<file path="config.mk">
export PLATFORM = sky130hd
export DESIGN_NAME = lsu_avalon_master_flat
export DESIGN_NICKNAME = d
export VERILOG_FILES = /design/src/rtl/lsu_avalon_master_if.sv /design/src/rtl/lsu_avalon_master.sv /design/src/flat_wrapper.sv
export SDC_FILE = /design/constraint.sdc
export NUM_CORES = 1
export LEC_CHECK = 0
export ABC_AREA = 0
export CAP_MARGIN = 25
export CORE_ASPECT_RATIO = 0.75
export CORE_UTILIZATION = 35
export DETAILED_ROUTE_END_ITERATION = 16
export GPL_TIMING_DRIVEN = 0
export PLACE_DENSITY = 0.72
export SLEW_MARGIN = 5
export SYNTH_ARGS = -nofsm -noshare
export SYNTH_HDL_FRONTEND = slang
export SYNTH_SLANG_ARGS = --single-unit
export TNS_END_PERCENT = 100
</file>
<file path="constraint.sdc">
create_clock -name LSUM_CLOCK_50 -period 2.8 [get_ports LSUM_CLOCK_50]
set_input_delay 0.56 -clock LSUM_CLOCK_50 [delete_from_list [all_inputs] [get_ports LSUM_CLOCK_50]]
set_output_delay 0.56 -clock LSUM_CLOCK_50 [all_outputs]
set_load 0.02 [all_outputs]
</file>
<file path="src/rtl/lsu_avalon_master_if.sv">
// Core-side request/response and Avalon-MM master signals of the LSU.
// master: LSU view; slave: core + interconnect view.
interface lsu_avalon_master_if #(
    parameter int DATAWIDTH = 32,
    parameter int ADDRWIDTH = 32
);
    localparam int BEWIDTH = DATAWIDTH / 8;

    logic                 LSUM_Start;
    logic                 LSUM_Store;
    logic [2:0]           LSUM_Funct3_InBUS;
    logic [ADDRWIDTH-1:0] LSUM_Addr_InBUS;
    logic [DATAWIDTH-1:0] LSUM_WrData_InBUS;
    logic                 LSUM_Busy;
    logic                 LSUM_Done;
    logic [DATAWIDTH-1:0] LSUM_LoadData_OutBUS;
    logic                 LSUM_Misaligned;
    logic [ADDRWIDTH-1:0] AVM_Address_OutBUS;
    logic [BEWIDTH-1:0]   AVM_Byteenable_OutBUS;
    logic                 AVM_Read;
    logic                 AVM_Write;
    logic [DATAWIDTH-1:0] AVM_WriteData_OutBUS;
    logic [DATAWIDTH-1:0] AVM_ReadData_InBUS;
    logic                 AVM_WaitRequest;
    logic                 AVM_ReadDataValid;

    modport master (
        input  LSUM_Start, LSUM_Store, LSUM_Funct3_InBUS,
        input  LSUM_Addr_InBUS, LSUM_WrData_InBUS,
        input  AVM_ReadData_InBUS, AVM_WaitRequest, AVM_ReadDataValid,
        output LSUM_Busy, LSUM_Done, LSUM_LoadData_OutBUS, LSUM_Misaligned,
        output AVM_Address_OutBUS, AVM_Byteenable_OutBUS,
        output AVM_Read, AVM_Write, AVM_WriteData_OutBUS
    );

    modport slave (
        output LSUM_Start, LSUM_Store, LSUM_Funct3_InBUS,
        output LSUM_Addr_InBUS, LSUM_WrData_InBUS,
        output AVM_ReadData_InBUS, AVM_WaitRequest, AVM_ReadDataValid,
        input  LSUM_Busy, LSUM_Done, LSUM_LoadData_OutBUS, LSUM_Misaligned,
        input  AVM_Address_OutBUS, AVM_Byteenable_OutBUS,
        input  AVM_Read, AVM_Write, AVM_WriteData_OutBUS
    );
endinterface

</file>
<file path="src/rtl/lsu_avalon_master.sv">
// Sequential load/store unit running one Avalon-MM master transaction per request.
// Define LSUM_MISALIGN_TRAP_EN to trap misaligned accesses instead of aligning them.
module lsu_avalon_master #(
    parameter int DATAWIDTH = 32,
    parameter int ADDRWIDTH = 32
) (
    input  logic LSUM_CLOCK_50,
    input  logic LSUM_RESET_InLow,
    lsu_avalon_master_if.master bus
);
    localparam int BEWIDTH = DATAWIDTH / 8;
    localparam int OFFW    = (DATAWIDTH == 64) ? 3 : 2;

    typedef enum logic [1:0] {IDLE, REQ, RDWAIT, DONE} state_t;

    state_t               state;
    state_t               state_nx;
    logic                 store_r;
    logic [2:0]           f3_r;
    logic [ADDRWIDTH-1:0] addr_r;
    logic [DATAWIDTH-1:0] wdata_r;
    logic [DATAWIDTH-1:0] ldata_r;
    logic                 mis_r;
    logic                 start_mis;
    logic                 load_en;
    logic [1:0]           sz_r;
    logic [OFFW-1:0]      off_r;
    logic [BEWIDTH-1:0]   be_base;
    logic [DATAWIDTH-1:0] rd_shift;
    logic [DATAWIDTH-1:0] rd_ext;

    // A dword request on a 32-bit bus degrades to a word access.
    function automatic logic [1:0] size_of(input logic [2:0] f3);
        if (DATAWIDTH == 32 && f3[1:0] == 2'b11) return 2'b10;
        return f3[1:0];
    endfunction

    // Offset bits that must be zero for a naturally aligned access.
    function automatic logic [OFFW-1:0] low_mask(input logic [1:0] sz);
        logic [OFFW-1:0] m;
        unique case (sz)
            2'b00:   m = '0;
            2'b01:   m = OFFW'(1);
            2'b10:   m = OFFW'(3);
            default: m = OFFW'(7);
        endcase
        return m;
    endfunction

    // Keep the access-size bytes and fill the rest with sign or zeros.
    function automatic logic [DATAWIDTH-1:0] extend(
        input logic [DATAWIDTH-1:0] d,
        input logic [1:0]           sz,
        input logic                 uns
    );
        logic [DATAWIDTH-1:0] m;
        logic                 s;
        unique case (sz)
            2'b00: begin
                m = DATAWIDTH'(8'hFF);
                s = d[7];
            end
            2'b01: begin
                m = DATAWIDTH'(16'hFFFF);
                s = d[15];
            end
            2'b10: begin
                m = DATAWIDTH'(32'hFFFF_FFFF);
                s = d[31];
            end
            default: begin
                m = '1;
                s = 1'b0;
            end
        endcase
        return (d & m) | ({DATAWIDTH{s & ~uns}} & ~m);
    endfunction

    assign sz_r = size_of(f3_r);

`ifdef LSUM_MISALIGN_TRAP_EN
    assign off_r     = addr_r[OFFW-1:0];
    assign start_mis = |(bus.LSUM_Addr_InBUS[OFFW-1:0]
                         & low_mask(size_of(bus.LSUM_Funct3_InBUS)));
`else
    assign off_r     = addr_r[OFFW-1:0] & ~low_mask(sz_r);
    assign start_mis = 1'b0;
`endif

    assign rd_shift = bus.AVM_ReadData_InBUS >> {off_r, 3'b000};
    assign rd_ext   = extend(rd_shift, sz_r, f3_r[2]);

    // Unshifted lane mask for the access size.
    always_comb begin
        be_base = '0;
        unique case (sz_r)
            2'b00:   be_base = BEWIDTH'(8'h01);
            2'b01:   be_base = BEWIDTH'(8'h03);
            2'b10:   be_base = BEWIDTH'(8'h0F);
            default: be_base = '1;
        endcase
    end

    // Next-state logic and load-capture strobe.
    always_comb begin
        state_nx = state;
        load_en  = 1'b0;
        unique case (state)
            IDLE: begin
                if (bus.LSUM_Start) state_nx = start_mis ? DONE : REQ;
            end
            REQ: begin
                if (!bus.AVM_WaitRequest) begin
                    if (store_r) begin
                        state_nx = DONE;
                    end else if (bus.AVM_ReadDataValid) begin
                        load_en  = 1'b1;
                        state_nx = DONE;
                    end else begin
                        state_nx = RDWAIT;
                    end
                end
            end
            RDWAIT: begin
                if (bus.AVM_ReadDataValid) begin
                    load_en  = 1'b1;
                    state_nx = DONE;
                end
            end
            default: state_nx = IDLE;
        endcase
    end

    // Avalon request outputs, driven only from registers while in REQ.
    always_comb begin
        bus.AVM_Read              = 1'b0;
        bus.AVM_Write             = 1'b0;
        bus.AVM_Address_OutBUS    = '0;
        bus.AVM_Byteenable_OutBUS = '0;
        bus.AVM_WriteData_OutBUS  = '0;
        if (state == REQ) begin
            bus.AVM_Read              = ~store_r;
            bus.AVM_Write             = store_r;
            bus.AVM_Address_OutBUS    = {addr_r[ADDRWIDTH-1:OFFW], {OFFW{1'b0}}};
            bus.AVM_Byteenable_OutBUS = be_base << off_r;
            bus.AVM_WriteData_OutBUS  = wdata_r << {off_r, 3'b000};
        end
    end

    assign bus.LSUM_Busy            = (state != IDLE);
    assign bus.LSUM_Done            = (state == DONE);
    assign bus.LSUM_Misaligned      = (state == DONE) & mis_r;
    assign bus.LSUM_LoadData_OutBUS = ldata_r;

    // State register.
    always_ff @(posedge LSUM_CLOCK_50 or negedge LSUM_RESET_InLow) begin
        if (!LSUM_RESET_InLow) state <= IDLE;
        else                   state <= state_nx;
    end

    // Request capture in IDLE and load result capture on read data.
    always_ff @(posedge LSUM_CLOCK_50 or negedge LSUM_RESET_InLow) begin
        if (!LSUM_RESET_InLow) begin
            store_r <= 1'b0;
            f3_r    <= '0;
            addr_r  <= '0;
            wdata_r <= '0;
            ldata_r <= '0;
            mis_r   <= 1'b0;
        end else begin
            if (state == IDLE && bus.LSUM_Start) begin
                store_r <= bus.LSUM_Store;
                f3_r    <= bus.LSUM_Funct3_InBUS;
                addr_r  <= bus.LSUM_Addr_InBUS;
                wdata_r <= bus.LSUM_WrData_InBUS;
                mis_r   <= start_mis;
            end
            if (load_en) ldata_r <= rd_ext;
        end
    end
endmodule
</file>
<file path="src/flat_wrapper.sv">
// flat-port wrapper written by rule: the top's interface ports become plain ports
module lsu_avalon_master_flat 
#(
    parameter int DATAWIDTH = 32,
    parameter int ADDRWIDTH = 32
)
  (LSUM_CLOCK_50, LSUM_RESET_InLow, bus_LSUM_Start, bus_LSUM_Store, bus_LSUM_Funct3_InBUS, bus_LSUM_Addr_InBUS, bus_LSUM_WrData_InBUS, bus_AVM_ReadData_InBUS, bus_AVM_WaitRequest, bus_AVM_ReadDataValid, bus_LSUM_Busy, bus_LSUM_Done, bus_LSUM_LoadData_OutBUS, bus_LSUM_Misaligned, bus_AVM_Address_OutBUS, bus_AVM_Byteenable_OutBUS, bus_AVM_Read, bus_AVM_Write, bus_AVM_WriteData_OutBUS);
  lsu_avalon_master_if #(.DATAWIDTH(DATAWIDTH), .ADDRWIDTH(ADDRWIDTH)) bus_i ();
  input  logic LSUM_CLOCK_50;
  input  logic LSUM_RESET_InLow;
  input wire logic [$bits(bus_i.LSUM_Start)-1:0] bus_LSUM_Start;
  input wire logic [$bits(bus_i.LSUM_Store)-1:0] bus_LSUM_Store;
  input wire logic [$bits(bus_i.LSUM_Funct3_InBUS)-1:0] bus_LSUM_Funct3_InBUS;
  input wire logic [$bits(bus_i.LSUM_Addr_InBUS)-1:0] bus_LSUM_Addr_InBUS;
  input wire logic [$bits(bus_i.LSUM_WrData_InBUS)-1:0] bus_LSUM_WrData_InBUS;
  input wire logic [$bits(bus_i.AVM_ReadData_InBUS)-1:0] bus_AVM_ReadData_InBUS;
  input wire logic [$bits(bus_i.AVM_WaitRequest)-1:0] bus_AVM_WaitRequest;
  input wire logic [$bits(bus_i.AVM_ReadDataValid)-1:0] bus_AVM_ReadDataValid;
  output wire logic [$bits(bus_i.LSUM_Busy)-1:0] bus_LSUM_Busy;
  output wire logic [$bits(bus_i.LSUM_Done)-1:0] bus_LSUM_Done;
  output wire logic [$bits(bus_i.LSUM_LoadData_OutBUS)-1:0] bus_LSUM_LoadData_OutBUS;
  output wire logic [$bits(bus_i.LSUM_Misaligned)-1:0] bus_LSUM_Misaligned;
  output wire logic [$bits(bus_i.AVM_Address_OutBUS)-1:0] bus_AVM_Address_OutBUS;
  output wire logic [$bits(bus_i.AVM_Byteenable_OutBUS)-1:0] bus_AVM_Byteenable_OutBUS;
  output wire logic [$bits(bus_i.AVM_Read)-1:0] bus_AVM_Read;
  output wire logic [$bits(bus_i.AVM_Write)-1:0] bus_AVM_Write;
  output wire logic [$bits(bus_i.AVM_WriteData_OutBUS)-1:0] bus_AVM_WriteData_OutBUS;
  assign bus_i.LSUM_Start = bus_LSUM_Start;
  assign bus_i.LSUM_Store = bus_LSUM_Store;
  assign bus_i.LSUM_Funct3_InBUS = bus_LSUM_Funct3_InBUS;
  assign bus_i.LSUM_Addr_InBUS = bus_LSUM_Addr_InBUS;
  assign bus_i.LSUM_WrData_InBUS = bus_LSUM_WrData_InBUS;
  assign bus_i.AVM_ReadData_InBUS = bus_AVM_ReadData_InBUS;
  assign bus_i.AVM_WaitRequest = bus_AVM_WaitRequest;
  assign bus_i.AVM_ReadDataValid = bus_AVM_ReadDataValid;
  assign bus_LSUM_Busy = bus_i.LSUM_Busy;
  assign bus_LSUM_Done = bus_i.LSUM_Done;
  assign bus_LSUM_LoadData_OutBUS = bus_i.LSUM_LoadData_OutBUS;
  assign bus_LSUM_Misaligned = bus_i.LSUM_Misaligned;
  assign bus_AVM_Address_OutBUS = bus_i.AVM_Address_OutBUS;
  assign bus_AVM_Byteenable_OutBUS = bus_i.AVM_Byteenable_OutBUS;
  assign bus_AVM_Read = bus_i.AVM_Read;
  assign bus_AVM_Write = bus_i.AVM_Write;
  assign bus_AVM_WriteData_OutBUS = bus_i.AVM_WriteData_OutBUS;
  lsu_avalon_master #(.DATAWIDTH(DATAWIDTH), .ADDRWIDTH(ADDRWIDTH)) u_core (.LSUM_CLOCK_50(LSUM_CLOCK_50), .LSUM_RESET_InLow(LSUM_RESET_InLow), .bus(bus_i));
endmodule
</file>
# --- Yosys cells after proc, flatten, opt, wreduce, memory -nomap -nowiden ---
# Cells that the tools add are included.
totals:
  reg_bits: 102
  latchBits: 0
  mem_bits_rw: 0
  mem_bits_ro: 0
  in_bits: 105
  out_inout_bits: 105
  wordCells: 54
  mem_count: 0
op_classes:
  addsub: 0
  mul: 0
  div_mod_pow: 0
  n_lt_le_gt_ge: 0
  n_eq_ne: 9
  n_shift: 3
  mux: 22
  n_bitwise: 9
  reduce_logical: 5
ops:
  columns: ["operator", "n"]
  rows:
  - ["$and A32 B32 Y32", 2]
  - ["$mux W32", 2]
  - ["$pmux W32 S2", 1]
  - ["$not A32 Y32", 1]
  - ["$or A32 B32 Y32", 1]
  - ["$shl A32 B5 Y32", 1]
  - ["$shr A32 B5 Y32", 1]
  - ["$mux W2", 6]
  - ["$eq A2 B2 Y1 const B", 4]
  - ["$pmux W4 S2", 1]
  - ["$mux W1", 7]
  - ["$ne A2 B2 Y1 const B", 3]
  - ["$pmux W2 S3", 1]
  - ["$eq A2 B1 Y1 const B", 2]
  - ["$logic_not A2 Y1", 2]
  - ["$mux W4", 1]
  - ["$pmux W2 S2", 1]
  - ["$shl A4 B2 Y4", 1]
  - ["$pmux W1 S3", 1]
  - ["$reduce_and A3 Y1", 1]
  - ["$and A2 B2 Y2", 1]
  - ["$not A1 Y1", 2]
  - ["$not A2 Y2", 1]
  - ["$pmux W1 S2", 1]
  - ["3 further kinds", 3]

# --- Longest topological paths before layout ---
# Gate-level depths: netlist of run 1.
logic_depth:
  depth_word: 12
  ltp_mapped: 9

# --- Least setup slack after synthesis of run 1 ---
# Ideal clock, no wire load.
synth_timing:
  path_type: "reg-to-output"
  startpoint: "register u_core.f3_r[1]"
  endpoint: "output bus_AVM_WriteData_OutBUS[10]"
  arrival_time_ns: 1.831
  t_required_ns: 2.240
  setup_slack_ns: 0.409
  stages_incl_launch_ff: 7
  n_path_buf: 3
  cell_sequence: "dfrtp_1 -> buf_2 -> nor3b_2 -> buf_4 -> buf_2 -> nand2_1 -> a21oi_1"
synth_via:
  elab_chain_cells: 9
  elab_cells_between_ends: 10
synth_rtl:
  columns: ["item", "line_no", "source"]
  rows:
  - ["start, declared", "lsu_avalon_master.sv:19", "logic [2:0] f3_r;"]
  - ["start signal, assigned", "lsu_avalon_master.sv:173", "f3_r <= bus.LSUM_Funct3_InBUS;"]
  - ["$eq A2 B2 Y1", "lsu_avalon_master.sv:34", "if (DATAWIDTH == 32 && f3[1:0] == 2'b11) return 2'b10;"]
  - ["$mux W1", "lsu_avalon_master.sv:34", null]
  - ["$mux W2 *", "lsu_avalon_master.sv:35", "return f3[1:0];"]
  - ["$eq A2 B1 Y1 / $logic_not A2 Y1 (equally long branches)", "lsu_avalon_master.sv:41", "unique case (sz)"]
  - ["$pmux W2 S2 *", "lsu_avalon_master.sv:41", null]
  - ["$not A2 Y2 *", "lsu_avalon_master.sv:86", "assign off_r = addr_r[OFFW-1:0] & ~low_mask(sz_r);"]
  - ["$and A2 B2 Y2 *", "lsu_avalon_master.sv:86", null]
  - ["$shl A32 B5 Y32 *", "lsu_avalon_master.sv:146", "bus.AVM_WriteData_OutBUS = wdata_r << {off_r, 3'b000};"]
  - ["$mux W32 *", "lsu_avalon_master.sv:141", "if (state == REQ) begin"]
  - ["end, declared", "flat_wrapper.sv:27", "output wire logic [$bits(bus_i.AVM_WriteData_OutBUS)-1:0] bus_AVM_WriteData_OutBUS;"]
# Every way passes the cells marked *; elsewhere a longest branch is shown, timed or not.

# --- Worst setup path after layout of run 1 ---
layout_timing:
  startpoint: "register u_core.f3_r[1]"
  endpoint: "output bus_AVM_WriteData_OutBUS[17]"
# Same word-level chain as after synthesis.

==> flow_results.org, run 1 <==
** Synthesis
- Cell with the most instances after synthesis :: sky130_fd_sc_hd__dfrtp_1
- Among all flip-flop cells after synthesis, the most frequent one is sky130_fd_sc_hd__dfrtp_1.
- Synthesis instantiated 41 different standard cells from the library.
- Count of flip-flops with a built-in enable after synthesis :: 0
- Synth warn :: 0
- Top cell type by total area after synthesis :: sky130_fd_sc_hd__dfrtp_1
- Yosys reg bits :: 102
- FFs w/ async S/R, synth :: between 90% and 100%
- Netlist area before placement :: between 5000 and 6000 um2
- Number of cells produced by synthesis :: about 530
- By count the netlist is led by sky130_fd_sc_hd__dfrtp_1, sky130_fd_sc_hd__nand2_1, sky130_fd_sc_hd__mux2_2.
- Sequential cells were found to cover between 40% and 50% of the synthesized design area.
- Averaged over all synthesized cells, the footprint is ~10 um2.
- By area the synthesized netlist is led by sky130_fd_sc_hd__dfrtp_1, sky130_fd_sc_hd__mux2_2, sky130_fd_sc_hd__nand2_1.
- Top-area cell type share of the netlist area :: around 47%

** Clock tree
- CTS tree :: built
- CTS Root Cell :: sky130_fd_sc_hd__clkbuf_16
- The number of hold buffers added after CTS was 0.
- Clock insertion delay at the later pin of the skew report :: 0.35 ns
- After clock tree synthesis, the clock-pin slew on the worst setup and hold paths is ~0.080 ns.
- Clock sink count :: 102
- TritonCTS Buffers :: 9
- The clock passes through at most 2 buffers.
- Maximum level of the CTS H-tree :: 3

** Worst setup path
- The slowest stage of the critical path belongs to the cell sky130_fd_sc_hd__dfrtp_2.
- STA classifies the critical path startpoint as a flop.
- Worst path arrival time :: roughly 2.2 ns
- By startpoint and endpoint, the worst setup path is classified as reg -> out.
- On the worst path, the slowest cell contributes a delay of between 0.4 and 0.5 ns.
- In this run the worst path has a maximum fanout of 10.
- Counting cells, the worst reg-to-reg path comes to 6.
- At the worst endpoint, the required time is 2.24 ns.
- In this design, the critical path's most frequently occurring cell is sky130_fd_sc_hd__buf_4.
- Worst setup EP type :: output pin
- Walking the worst path, the cells encountered are buf_4 > nor3b_4 > buf_6 > buf_4 > o21ai_0 > and2_1 > dlygate4sd2_1.

** Final layout
- The post-route netlist has between 20% and 30% of its cells at a drive strength greater than 1.
- Antenna diode count :: 0
- The filler cells instantiated in the layout total 1319.
- Utilization after layout :: 54.3%
- For this run, the post-layout net count is around 860.
- The count of cells in the finished layout, fillers not included, comes to 959.
- Area growth syn-to-layout :: 51.0%

** Timing
- Slew Viols, Final :: 0
- # setup viols final :: 0
- Across the routed clock network, the largest skew measured is 0.0107 ns.
- Least-Margin Pin Slew :: around 0.70 ns
- The number of endpoints with negative hold slack in the final report was 0.
- Peak Freq :: ~370 MHz
- Max-Slew Margin vs Limit :: a little over half
- For the final routed database, the setup TNS stands at 0 ns.
- Setup repair after global routing missed its margin :: yes
- Minimum clock period :: 2.73 ns
- Post-route clock period utilization :: 97.7%

** Detailed routing
- After detailed routing, the number of vias per cell comes to 5.15.
- The final route contains between 4000 and 5000 vias.
- Remaining number of nets flagged by the antenna check after routing :: 0
- Detailed-route wire length :: ~18000 um
- Remaining routing DRC violations :: 0
- Wire length per cell :: 18.5 um
- Violation count after the first detailed-routing iteration :: about 370
- The first TritonRoute pass finished after 5 iterations.

** GRT
- Antenna violations before repair :: 0
- Entering global routing, the biggest net connects 53 pins.
- Grt ovf :: 0
- Number of global-route vias before repair :: roughly 5200
- Wire length of the first global-routing pass :: 27600 um
- Across every metal layer, demand over resource in global routing totals 22.0%.

** Floorplan
- Starting density of the core :: about 36%
- Total Die Area :: around 16000 um2
- The core region is about 15000 um2.
- The die is around 150 um wide.
- Number of top-level design ports :: 210
- The floorplan step set the die height to ~110 um.
- The initialized floorplan defines 39 standard-cell rows.

** Job
- Maxcap violations :: 0

** Placed design
- Total instance count after detailed placement :: 940
- Port buffering added between 200 and 250 buffers.
- The congestion estimate from routability-driven global placement came to around 0.9.
- Placed wire-length estimate after detailed placement :: 13600 um

** Outcome
- Run status :: complete, no violations

** Worst hold path
- The worst hold path belongs to the class in -> async.

** Power
- In this run the static leakage power is around 4.2 nW.
- In this run the power density over the cells is between 1000 and 1500 nW/um2.
- Total Power :: 0.00962 W
- Peak supply drop :: ~480 uV
## logic make-up (layout without fill, tap and decap cells)
logic type,after synthesis,in the layout,share of synthesized area [%]
multiplexers,95,95,20.8
AO/OA/AOI/OAI,76,76,10.1
other,1,3,0.0683
buffers and inverters,49,275,4.20
adder cells (fa/ha/maj),4,4,0.912
AND/OR/NAND/NOR,199,199,17.5
flip-flops,102,102,46.5
## cells in the final DEF, fill, tap and decap left out, types with 2 or more instances in the layout
cell,Yosys,routed
sky130_fd_sc_hd__a21oi_1,33,33
sky130_fd_sc_hd__a221oi_1,6,6
sky130_fd_sc_hd__a221oi_2,9,9
sky130_fd_sc_hd__and2_1,39,39
sky130_fd_sc_hd__and3_1,16,16
sky130_fd_sc_hd__buf_1,11,10
sky130_fd_sc_hd__buf_2,13,9
sky130_fd_sc_hd__buf_4,6,14
sky130_fd_sc_hd__buf_6,1,4
sky130_fd_sc_hd__clkbuf_1,14,6
sky130_fd_sc_hd__clkbuf_16,0,9
sky130_fd_sc_hd__clkbuf_2,0,9
sky130_fd_sc_hd__clkbuf_4,0,6
sky130_fd_sc_hd__clkdlybuf4s15_1,0,2
sky130_fd_sc_hd__clkdlybuf4s15_2,0,3
sky130_fd_sc_hd__clkdlybuf4s50_1,0,137
sky130_fd_sc_hd__conb_1,1,3
sky130_fd_sc_hd__dfrtp_1,102,100
sky130_fd_sc_hd__dfrtp_2,0,2
sky130_fd_sc_hd__dlygate4sd2_1,0,15
sky130_fd_sc_hd__dlymetal6s2s_1,0,39
sky130_fd_sc_hd__ha_1,4,4
sky130_fd_sc_hd__inv_1,4,4
sky130_fd_sc_hd__inv_8,0,3
sky130_fd_sc_hd__mux2_2,77,77
sky130_fd_sc_hd__mux2i_1,10,10
sky130_fd_sc_hd__mux4_2,7,7
sky130_fd_sc_hd__nand2_1,84,82
sky130_fd_sc_hd__nand2_2,0,2
sky130_fd_sc_hd__nand2b_1,3,3
sky130_fd_sc_hd__nand3_1,16,16
sky130_fd_sc_hd__nor2_1,30,29
sky130_fd_sc_hd__o21a_1,2,2
sky130_fd_sc_hd__o21ai_0,11,11
sky130_fd_sc_hd__o22ai_1,8,8
## per-stage QoR
| step | cell area (um2) | setup WS, ns | hold slack (ns) |
|---|---|---|---|
| global placement | 7810 | -2.57 | 0.467 |
| finish | 8290 | 0.0651 | 0.243 |
| CTS | 8200 | 0.00157 | 0.269 |
| floorplan | 5490 | 0.409 | 0.264 |
| global route | 8290 | -0.000777 | 0.292 |
| detailed placement | 7840 | -0.408 | 0.476 |
## final cells by class
type,count,area (um2),share of cell area [%]
inverters,4,15.0,0.181
clock buffers,9,225,2.72
plain buffers,44,263,3.17
repair buffers,211,2150,26.0
clock inverters,7,88.8,1.07
multi-input cells,377,2730,32.9
flip-flops and latches,102,2550,30.8
well taps,205,256,3.10
## power breakdown
part	internal [W]	total [W]	switching, W	leakage (nW)
Sequential	0.00224	0.00277	0.000529	1.20
Combinational	0.00259	0.00552	0.00294	2.83
Clock	0.000718	0.00133	0.000614	0.152
Total	0.00554	0.00962	0.00408	4.19
## state kept, by name, summed over array words and instances (netlist names)
register / cells
u_core.store_r: 1
u_core.addr_r: 32
u_core.bus.LSUM_LoadData_OutBUS: 32
u_core.state: 2
u_core.wdata_r: 32
u_core.f3_r: 3
## layer usage
layer	global-route usage [%]	part of all wire [%]	vias to the layer above
met4	6.04	1.5	0
met5	0	0	-
li1	-	-	2266
met1	27.8	41	2419
met2	35.5	48	229
met3	7.89	9.7	27
## timing repair
action                     4_1_cts  5_1_grt
setup endpoints to repair       68       63
buffers inserted                 1        3
pin swaps                        1        1
gates resized for setup         76       54
## worst max-delay path, delay by kind of cell (launching register included)
family | cells | cell delay (ns)
buffers and inverters | 4 | 0.85
DFF | 1 | 0.45
AOI/OAI and AO/OA | 1 | 0.09
and+or+nand+nor | 2 | 0.43
## final timing paths
check	from	to	slack (ns)
max in group asynchronous	LSUM_RESET_InLow	u_core.bus.LSUM_LoadData_OutBUS[7]$_DFFE_PN0P_	1.83
hold reg to reg	u_core.bus.LSUM_LoadData_OutBUS[3]$_DFFE_PN0P_	u_core.bus.LSUM_LoadData_OutBUS[3]$_DFFE_PN0P_	0.49
min in group LSUM_CLOCK_50	u_core.bus.LSUM_LoadData_OutBUS[3]$_DFFE_PN0P_	u_core.bus.LSUM_LoadData_OutBUS[3]$_DFFE_PN0P_	0.49
setup / recovery	u_core.f3_r[1]$_DFFE_PN0P_	bus_AVM_WriteData_OutBUS[17]	0.07
setup reg to reg	u_core.state[0]$_DFFE_PN0P_	u_core.f3_r[1]$_DFFE_PN0P_	0.36
hold / removal	LSUM_RESET_InLow	u_core.addr_r[7]$_DFFE_PN0P_	0.24
Power figures use the tool's default switching activity.
==> inputs of run 2 (changes only) <==
- CORE_ASPECT_RATIO: 0.75 -> 1.75
- CTS_CLUSTER_SIZE: unset -> 10
==> run 2 against run 1 <==
Net effect:
- combinational power decreased by 1%
- largest cell class unchanged
- sequential power about the same
- die area about the same
- critical path depth unchanged
- hold slack got worse by 0.038 ns
- non-clock buffer count decreased by 2
- maximum frequency increased by 0.16%
- critical endpoint is now bus_AVM_WriteData_OutBUS[9]
- clock power about the same
- power decreased by 0.89%
==> flow_results.org, run 2 (synthesized netlist as in run 1, its figures left out) <==
** Outcome
- Run status :: complete, no violations (unchanged)

** Floorplan
- The area of the die is 16200 um2 (about the same).
- Die boundary width :: 96.6 um (was 147 um)
- The die extent in y was 168 um (was 110 um).
- Starting density of the core :: 35.8% (was 35.9%)
- The number of cell rows was 60 (was 39).
- The area inside the core boundary was 15300 um2 (about the same).
- Number of top-level design ports :: 210 (unchanged)

** Final layout
- The count of antenna diodes in the layout came to 0 (unchanged).
- Post-layout instance area :: 8210 um2 (was 8290 um2)
- The number of non-filler instances in the completed layout was 938 (was 959).
- The commonest non-fill, non-tap cell in the layout was sky130_fd_sc_hd__clkdlybuf4s50_1 (unchanged).
- The area of the multi-input gates came to 2730 um2 (unchanged).
- FF+latch area :: 2550 um2 (unchanged)
- The count of fill cells added during filler insertion was 1393 (was 1319).
- The area added between synthesis and finish was 49.6% (was 51.0%).
- Most used cells in the layout excluding fill and tap cells :: sky130_fd_sc_hd__clkdlybuf4s50_1, sky130_fd_sc_hd__dfrtp_1, sky130_fd_sc_hd__nand2_1, sky130_fd_sc_hd__mux2_2, sky130_fd_sc_hd__and2_1 (was sky130_fd_sc_hd__clkdlybuf4s50_1, sky130_fd_sc_hd__dfrtp_1, sky130_fd_sc_hd__nand2_1, sky130_fd_sc_hd__mux2_2)
- The layout net count came to 856 (was 858).
- The ratio of cells with drive above 1 in the final layout came to 21.3% (was 22.4%).

** Placed design
- The HPWL after detailed placement is 13500 um (was 13600 um).
- The placed cell count was 921 (was 940).
- The number of I/O port buffers is 206 (unchanged).
- Worst setup slack before clock tree synthesis :: -0.317 ns (was -0.408 ns)
- The global placer's final weighted congestion was 0.893 (was 0.892).
- Area after DPL :: 7810 um2 (was 7840 um2)

** GRT
- Wire length of the first global-routing pass :: 27400 um (was 27600 um)
- The largest net degree at the start of global routing was 63 (was 53).
- The global-route usage over all layers was 21.6% (was 22.0%).
- The via count of the first global-routing pass was 5240 (was 5207).
- Antenna violations before repair :: 0 (unchanged)
- The overflow left after global routing came to 0 (unchanged).

** Detailed routing
- The starting DRC count in detailed routing came to 203 (was 365).
- The total vias in the final route is 4852 (was 4941).
- Number of detailed-routing iterations run before antenna repair :: 4 (was 5)
- The antenna violation net count after detailed routing came to 0 (unchanged).
- Number of vias per cell :: 5.17 (was 5.15)
- Wire length per cell :: 18.7 um (was 18.5 um)
- The number of remaining DRC errors is 0 (unchanged).
- Detailed-route wire length :: 17500 um (was 17700 um)

** Job
- Maxcap violations :: 0 (unchanged)

** Timing
- The post-layout worst setup margin is 0.0694 ns (was 0.0651 ns).
- The number of endpoints failing setup at the final stage came to 0 (unchanged).
- Worst Skew :: 0.00598 ns (was 0.0107 ns)
- Slew Viols, Final :: 0 (unchanged)
- Minimum clock period :: 2.73 ns (about the same)
- The worst hold slack after final layout was 0.205 ns (was 0.243 ns).
- Final Hold Vio Count :: 0 (unchanged)
- Peak Freq :: 366 MHz (about the same)
- Max-Slew Margin vs Limit :: 56.4% (was 53.7%)
- The slew at the pin closest to its max-slew limit was 0.653 ns (was 0.695 ns).
- Post-route clock period utilization :: 97.5% (was 97.7%)

** Clock tree
- Clock insertion delay at the later pin of the skew report :: 0.34 ns (was 0.35 ns)
- Hold_buf cts :: 0 (unchanged)
- The CTS tree is built (unchanged).
- TritonCTS Buffers :: 9 (unchanged)
- The number of H-tree branching levels was 3 (unchanged).
- The clock sink count was 102 (unchanged).
- Clock transition at the register clock pins on the worst setup and hold paths after CTS :: 0.07 ns (was 0.08 ns)
- The clock root buffer is sky130_fd_sc_hd__clkbuf_16 (unchanged).
- Number of buffers on the longest clock path :: 2 (unchanged)

** Worst setup path
- The maximum fanout along the worst path came to 10 (unchanged).
- Flop2flop setup slack :: 0.33 ns (was 0.36 ns)
- Crit-path slowest cell :: sky130_fd_sc_hd__dfrtp_2 (unchanged)
- Buf/Inv on CP :: 4 (unchanged)
- Worst setup EP type :: output pin (unchanged)
- Largest incremental delay on the critical path :: 0.45 ns (about the same)
- Category of the worst setup path launch point :: flop (unchanged)
- Crit path max-delay family :: buffers and inverters (unchanged)
- Required time of the critical path :: 2.24 ns (about the same)
- Critical path class :: reg -> out (unchanged)
- Ordered cell list for the critical path :: buf_4 > nor3b_4 > buf_6 > buf_2 > nand2_1 > a21oi_1 > clkdlybuf4s15_1 (was buf_4 > nor3b_4 > buf_6 > buf_4 > o21ai_0 > and2_1 > dlygate4sd2_1)
- Worst path arrival time :: 2.17 ns (about the same)

** Power
- Leakage Power :: 3.99 nW (was 4.19 nW)
- Total Power :: 0.00954 W (was 0.00962 W)
- Power density of the placed cells :: 1160 nW/um2 (about the same)
- Peak supply drop :: 470 uV (was 481 uV)

** Worst hold path
- The class of the tightest hold or removal check was in -> async (unchanged).
==> run 2: changes by cell type in the layout (fill, tap and decap cells not counted), sizes merged, moves of 2 or more <==
| cell | delta |
|---|---|
| dlygate4sd2 | +2 |
| inv | -4 |
| clkdlybuf4s50 | +13 |
| clkdlybuf4s15 | -3 |
| buf | -2 |
| dlymetal6s2s | -11 |
==> run 2: worst paths after layout <==
path,startpoint,endpoint,depth (start not counted)
min,LSUM_RESET_InLow,u_core.bus.LSUM_LoadData_OutBUS[2]$_DFFE_PN0P_,1
min in group LSUM_CLOCK_50,u_core.bus.LSUM_LoadData_OutBUS[1]$_DFFE_PN0P_,u_core.bus.LSUM_LoadData_OutBUS[1]$_DFFE_PN0P_,2
min reg2reg,u_core.bus.LSUM_LoadData_OutBUS[1]$_DFFE_PN0P_,u_core.bus.LSUM_LoadData_OutBUS[1]$_DFFE_PN0P_,2
max in group asynchronous,LSUM_RESET_InLow,u_core.f3_r[1]$_DFFE_PN0P_,2
max,u_core.f3_r[1]$_DFFE_PN0P_,bus_AVM_WriteData_OutBUS[9],7
max reg2reg,u_core.state[0]$_DFFE_PN0P_,u_core.wdata_r[13]$_DFFE_PN0P_,6
==> run 2: routing by layer <==
layer / up-vias / global-route usage, % / wire (um)
li1: 2266 / - / -
met1: 2323 / 23.4 / 6340
met2: 220 / 38.9 / 9290
met3: 43 / 4.42 / 1160
met4: 0 / 11.9 / 718
met5: - / 0 / 0
==> run 2: cell type report <==
cell class / instances / area share [%]
Inverter: 4 / 0.183
Clock inverter: 5 / 1.02
Sequential cell: 102 / 31.1
Timing Repair Buffer: 209 / 25.7
Multi-Input combinational cell: 377 / 33.2
Tap cell: 186 / 2.83
Buffer: 44 / 3.06
Clock buffer: 11 / 2.83
==> run 2: stage by stage <==
| stage | TNS (ns) | util, % |
|---|---|---|
| 2_1_floorplan | 0 | - |
| 3_3_place_gp | -281.11 | 50.9 |
| 3_5_place_dp | -6.16 | 51.0 |
| 4_1_cts | 0 | 53.3 |
| 5_1_grt | -0.00317 | 53.6 |
| 6_report | 0 | 53.6 |
==> run 2: where the power goes <==
group          switching, W  total, W  internal, W
logic               0.00288   0.00545      0.00257
registers          0.000498   0.00274      0.00224
clock network      0.000560   0.00135     0.000787
total               0.00394   0.00954      0.00560
==> run 2: repair_timing <==
action                     in CTS  in global routing
resized for setup              60                 46
pin swaps                       1                  0
buffers inserted                1                  1
setup endpoints to repair      68                 54
==> inputs of run 3 (changes only) <==
- CAP_MARGIN: 25 -> unset
- CORE_ASPECT_RATIO: 1.75 -> 0.7
- DONT_BUFFER_PORTS: unset -> 1
- PLACE_DENSITY: 0.72 -> 0.55
==> run 3 against run 2 <==
Net effect:
- the run now ends with negative hold slack left
- hold slack got worse by 0.32 ns
- critical path depth fell by 1
- global-route usage fell by 1.4 points
- largest power group unchanged
- first-iteration DRC count up 32%
- highest routed layer unchanged
==> flow_results.org, run 3 (synthesized netlist as in run 1, its figures left out) <==
** Final layout
- The layout net count came to 649 (was 856).
- The area added between synthesis and finish is 12.1% (was 49.6%).
- Most common library cell in the layout ignoring fill and taps :: sky130_fd_sc_hd__dfrtp_1 (was sky130_fd_sc_hd__clkdlybuf4s50_1)
- Fraction of layout cells with a size suffix above 1 :: 28.8% (was 21.3%)
- Number of fill cells in the layout :: 1469 (was 1393)
- Most used cells in the layout excluding fill and tap cells: sky130_fd_sc_hd__dfrtp_1, sky130_fd_sc_hd__nand2_1, sky130_fd_sc_hd__mux2_2, sky130_fd_sc_hd__and2_1, sky130_fd_sc_hd__nor2_1 (was sky130_fd_sc_hd__clkdlybuf4s50_1, sky130_fd_sc_hd__dfrtp_1, sky130_fd_sc_hd__nand2_1, sky130_fd_sc_hd__mux2_2, sky130_fd_sc_hd__and2_1).

** Clock tree
- The CTS tree is built (unchanged).
- The clock insertion delay at the later pin of the skew report was 0.36 ns (was 0.34 ns).
- The clock sink count is 102 (unchanged).
- The post-CTS clock slew at the launch and capture registers of the worst setup and hold paths was 0.08 ns (was 0.07 ns).
- Number of buffers on the longest clock path :: 2 (unchanged)
- The total clock buffers created by CTS was 9 (unchanged).
- CTS Root Cell :: sky130_fd_sc_hd__clkbuf_16 (unchanged)
- Maximum level of the CTS H-tree :: 3 (unchanged)

** Detailed routing
- Remaining number of nets flagged by the antenna check after routing :: 0 (unchanged)
- The total vias in the final route is 4123 (was 4852).
- Number of vias per cell :: 5.56 (was 5.17)
- Detailed-route wire length :: 16200 um (was 17500 um)
- The starting DRC count in detailed routing came to 267 (was 203).
- Number of detailed-routing iterations run before antenna repair :: 5 (was 4)
- Remaining routing DRC violations :: 0 (unchanged)
- The average wire per cell in the routed design was 21.9 um (was 18.7 um).

** Power
- The fraction of power spent switching nets was 45.6% (was 41.3%).
- Internal power :: 0.00462 W (was 0.00560 W)
- The cell leakage power came to 2.65 nW (was 3.99 nW).
- Peak supply drop :: 469 uV (was 470 uV)
- The share of power burned in combinational logic came to 46.6% (was 57.2%).
- The net switching power figure is 0.00388 W (was 0.00394 W).
- The clock group share of total power is 16.9% (was 14.1%).
- The total power divided by cell area was 1380 nW/um2 (was 1160 nW/um2).
- The part of the power in registers was 36.5% (was 28.7%).
- Total Power :: 0.00850 W (was 0.00954 W)

** Floorplan
- The area of the die came to 16200 um2 (about the same).
- Starting density of the core :: 36.6% (was 35.8%)
- The die extent in y came to 107 um (was 168 um).
- The number of placed I/O pins is 210 (unchanged).
- Number of standard-cell rows in the floorplan :: 37 (was 60)
- Core area :: 15000 um2 (was 15300 um2)
- Die boundary width :: 152 um (was 96.6 um)

** Worst setup path
- Worst setup EP type :: output pin (unchanged)
- The data arrival time of the critical path was 2.13 ns (was 2.17 ns).
- Critical path class :: reg -> out (unchanged)
- Category of the worst setup path launch point :: flop (unchanged)
- The data required time of the critical path is 2.24 ns (about the same).
- Max Fanout on Critical Path :: 10 (unchanged)

** Worst hold path
- The class of the tightest hold or removal check is in -> async (unchanged).

** Timing
- The remaining max-slew budget at the tightest pin came to 47.2% (was 56.4%).
- The number of endpoints failing setup at the final stage was 0 (unchanged).
- Min Hold Slack :: -0.110 ns (was 0.205 ns)
- The number of max-slew violations in the final report was 0 (unchanged).
- Setup repair after global routing missed its margin :: no
- Least-Margin Pin Slew :: 0.791 ns (was 0.653 ns)
- Minimum clock period :: 2.69 ns (was 2.73 ns)
- Peak Freq :: 372 MHz (was 366 MHz)
- Worst Skew :: 0.00724 ns (was 0.00598 ns)
- Post-route clock period utilization :: 96.1% (was 97.5%)
- Final Hold Vio Count :: 102 (was 0)

** Job
- The max capacitance violation total came to 0 (unchanged).

** Outcome
- Run status: complete, but fails checks (was complete, no violations).
- The checks that failed: negative hold slack.

** Placed design
- Placed wire-length estimate after detailed placement :: 12200 um (was 13500 um)
- Count of input and output buffers :: 0 (was 206)
- Final weighted congestion in routability-driven placement :: 0.910 (was 0.893)

** GRT
- Wire length of the first global-routing pass :: 24300 um (was 27400 um)
- Antenna violations before repair :: 1 (was 0)
- Number of global-route vias before repair :: 4284 (was 5240)
- Maximum number of pins on one net before global-route repair :: 103 (was 63)
- The global-route usage over all layers was 20.2% (was 21.6%).
- The overflow left after global routing came to 0 (unchanged).
## run 3: changes by cell type in the layout (fill, tap and decap cells not counted), sizes merged, moves of 2 or more
cell and delta:
inv +3, clkbuf -7, clkdlybuf4s15 -2, dlygate4sd2 -17
clkdlybuf4s50 -150, dlymetal6s2s -28, buf -5
## run 3: cell type report
cell class	count	area, um2	area share (%)
inverters	4	15.0	0.244
multi-input cells	377	2760	44.9
diodes	1	2.50	0.0407
clock inverters	7	115	1.87
repair buffers	1	7.51	0.122
clock buffers	9	225	3.66
plain buffers	45	229	3.72
flip-flops and latches	102	2550	41.5
well taps	195	244	3.97
## run 3: metal layers
layer  share of wire, %  vias to the layer above  GRT usage [%]
met4                1.8                        0           6.93
met1                 44                     2014           26.5
met3                 11                       27           7.91
met5                  0                        -              0
li1                   -                     1849              -
met2                 43                      233           30.1
## run 3: worst max-delay path: stages, from the launching register on
cell                       delay (ns)
sky130_fd_sc_hd__dfrtp_1         0.44
sky130_fd_sc_hd__buf_2           0.23
sky130_fd_sc_hd__nor3b_4         0.22
sky130_fd_sc_hd__buf_4           0.24
sky130_fd_sc_hd__clkbuf_4        0.25
sky130_fd_sc_hd__nand2_1         0.10
sky130_fd_sc_hd__a21oi_2         0.28
## run 3: power groups by stage
stage	Sequential (W)	Clock [W]	Combinational, W
floorplan	0.00288	0	0.00315
global placement	0.00308	0	0.00376
detailed placement	0.00310	0	0.00387
CTS	0.00309	0.00149	0.00396
global route	0.00319	0.00153	0.00432
finish	0.00310	0.00144	0.00396
## run 3: worst paths after layout
check	start	to	slack (ns)	depth (start not counted)
worst max-delay path	u_core.f3_r[1]$_DFFE_PN0P_	bus_AVM_WriteData_OutBUS[10]	0.11	6
worst min-delay path	LSUM_RESET_InLow	u_core.bus.LSUM_LoadData_OutBUS[3]$_DFFE_PN0P_	-0.11	0
worst max register to register	u_core.state[0]$_DFFE_PN0P_	u_core.wdata_r[18]$_DFFE_PN0P_	0.33	6
worst min register to register	u_core.addr_r[8]$_DFFE_PN0P_	u_core.addr_r[8]$_DFFE_PN0P_	0.50	1
max in group asynchronous	LSUM_RESET_InLow	u_core.addr_r[18]$_DFFE_PN0P_	2.76	0
min in group LSUM_CLOCK_50	bus_LSUM_Addr_InBUS[21]	u_core.addr_r[21]$_DFFE_PN0P_	0.35	1
## run 3: metrics by stage
stage               TNS (ns)  area, um2  setup slack, ns  instances  utilization [%]
floorplan                  0       5490            0.409        528                -
global placement    -0.00403       5740         -0.00403        723             38.3
detailed placement   -0.0202       5740          -0.0202        723             38.3
CTS                        0       6140           0.0116        740             40.9
global route               0       6150          0.00337        740             41.0
finish                     0       6150            0.110        741             41.0
## run 3: what timing repair did
| item | CTS | global route |
|---|---|---|
| pin swaps | 1 | 0 |
| endpoints found under the hold margin | 102 | 102 |
| buffers inserted | 1 | 0 |
| resized for setup | 15 | 13 |
| endpoints found under the setup margin | 27 | 29 |
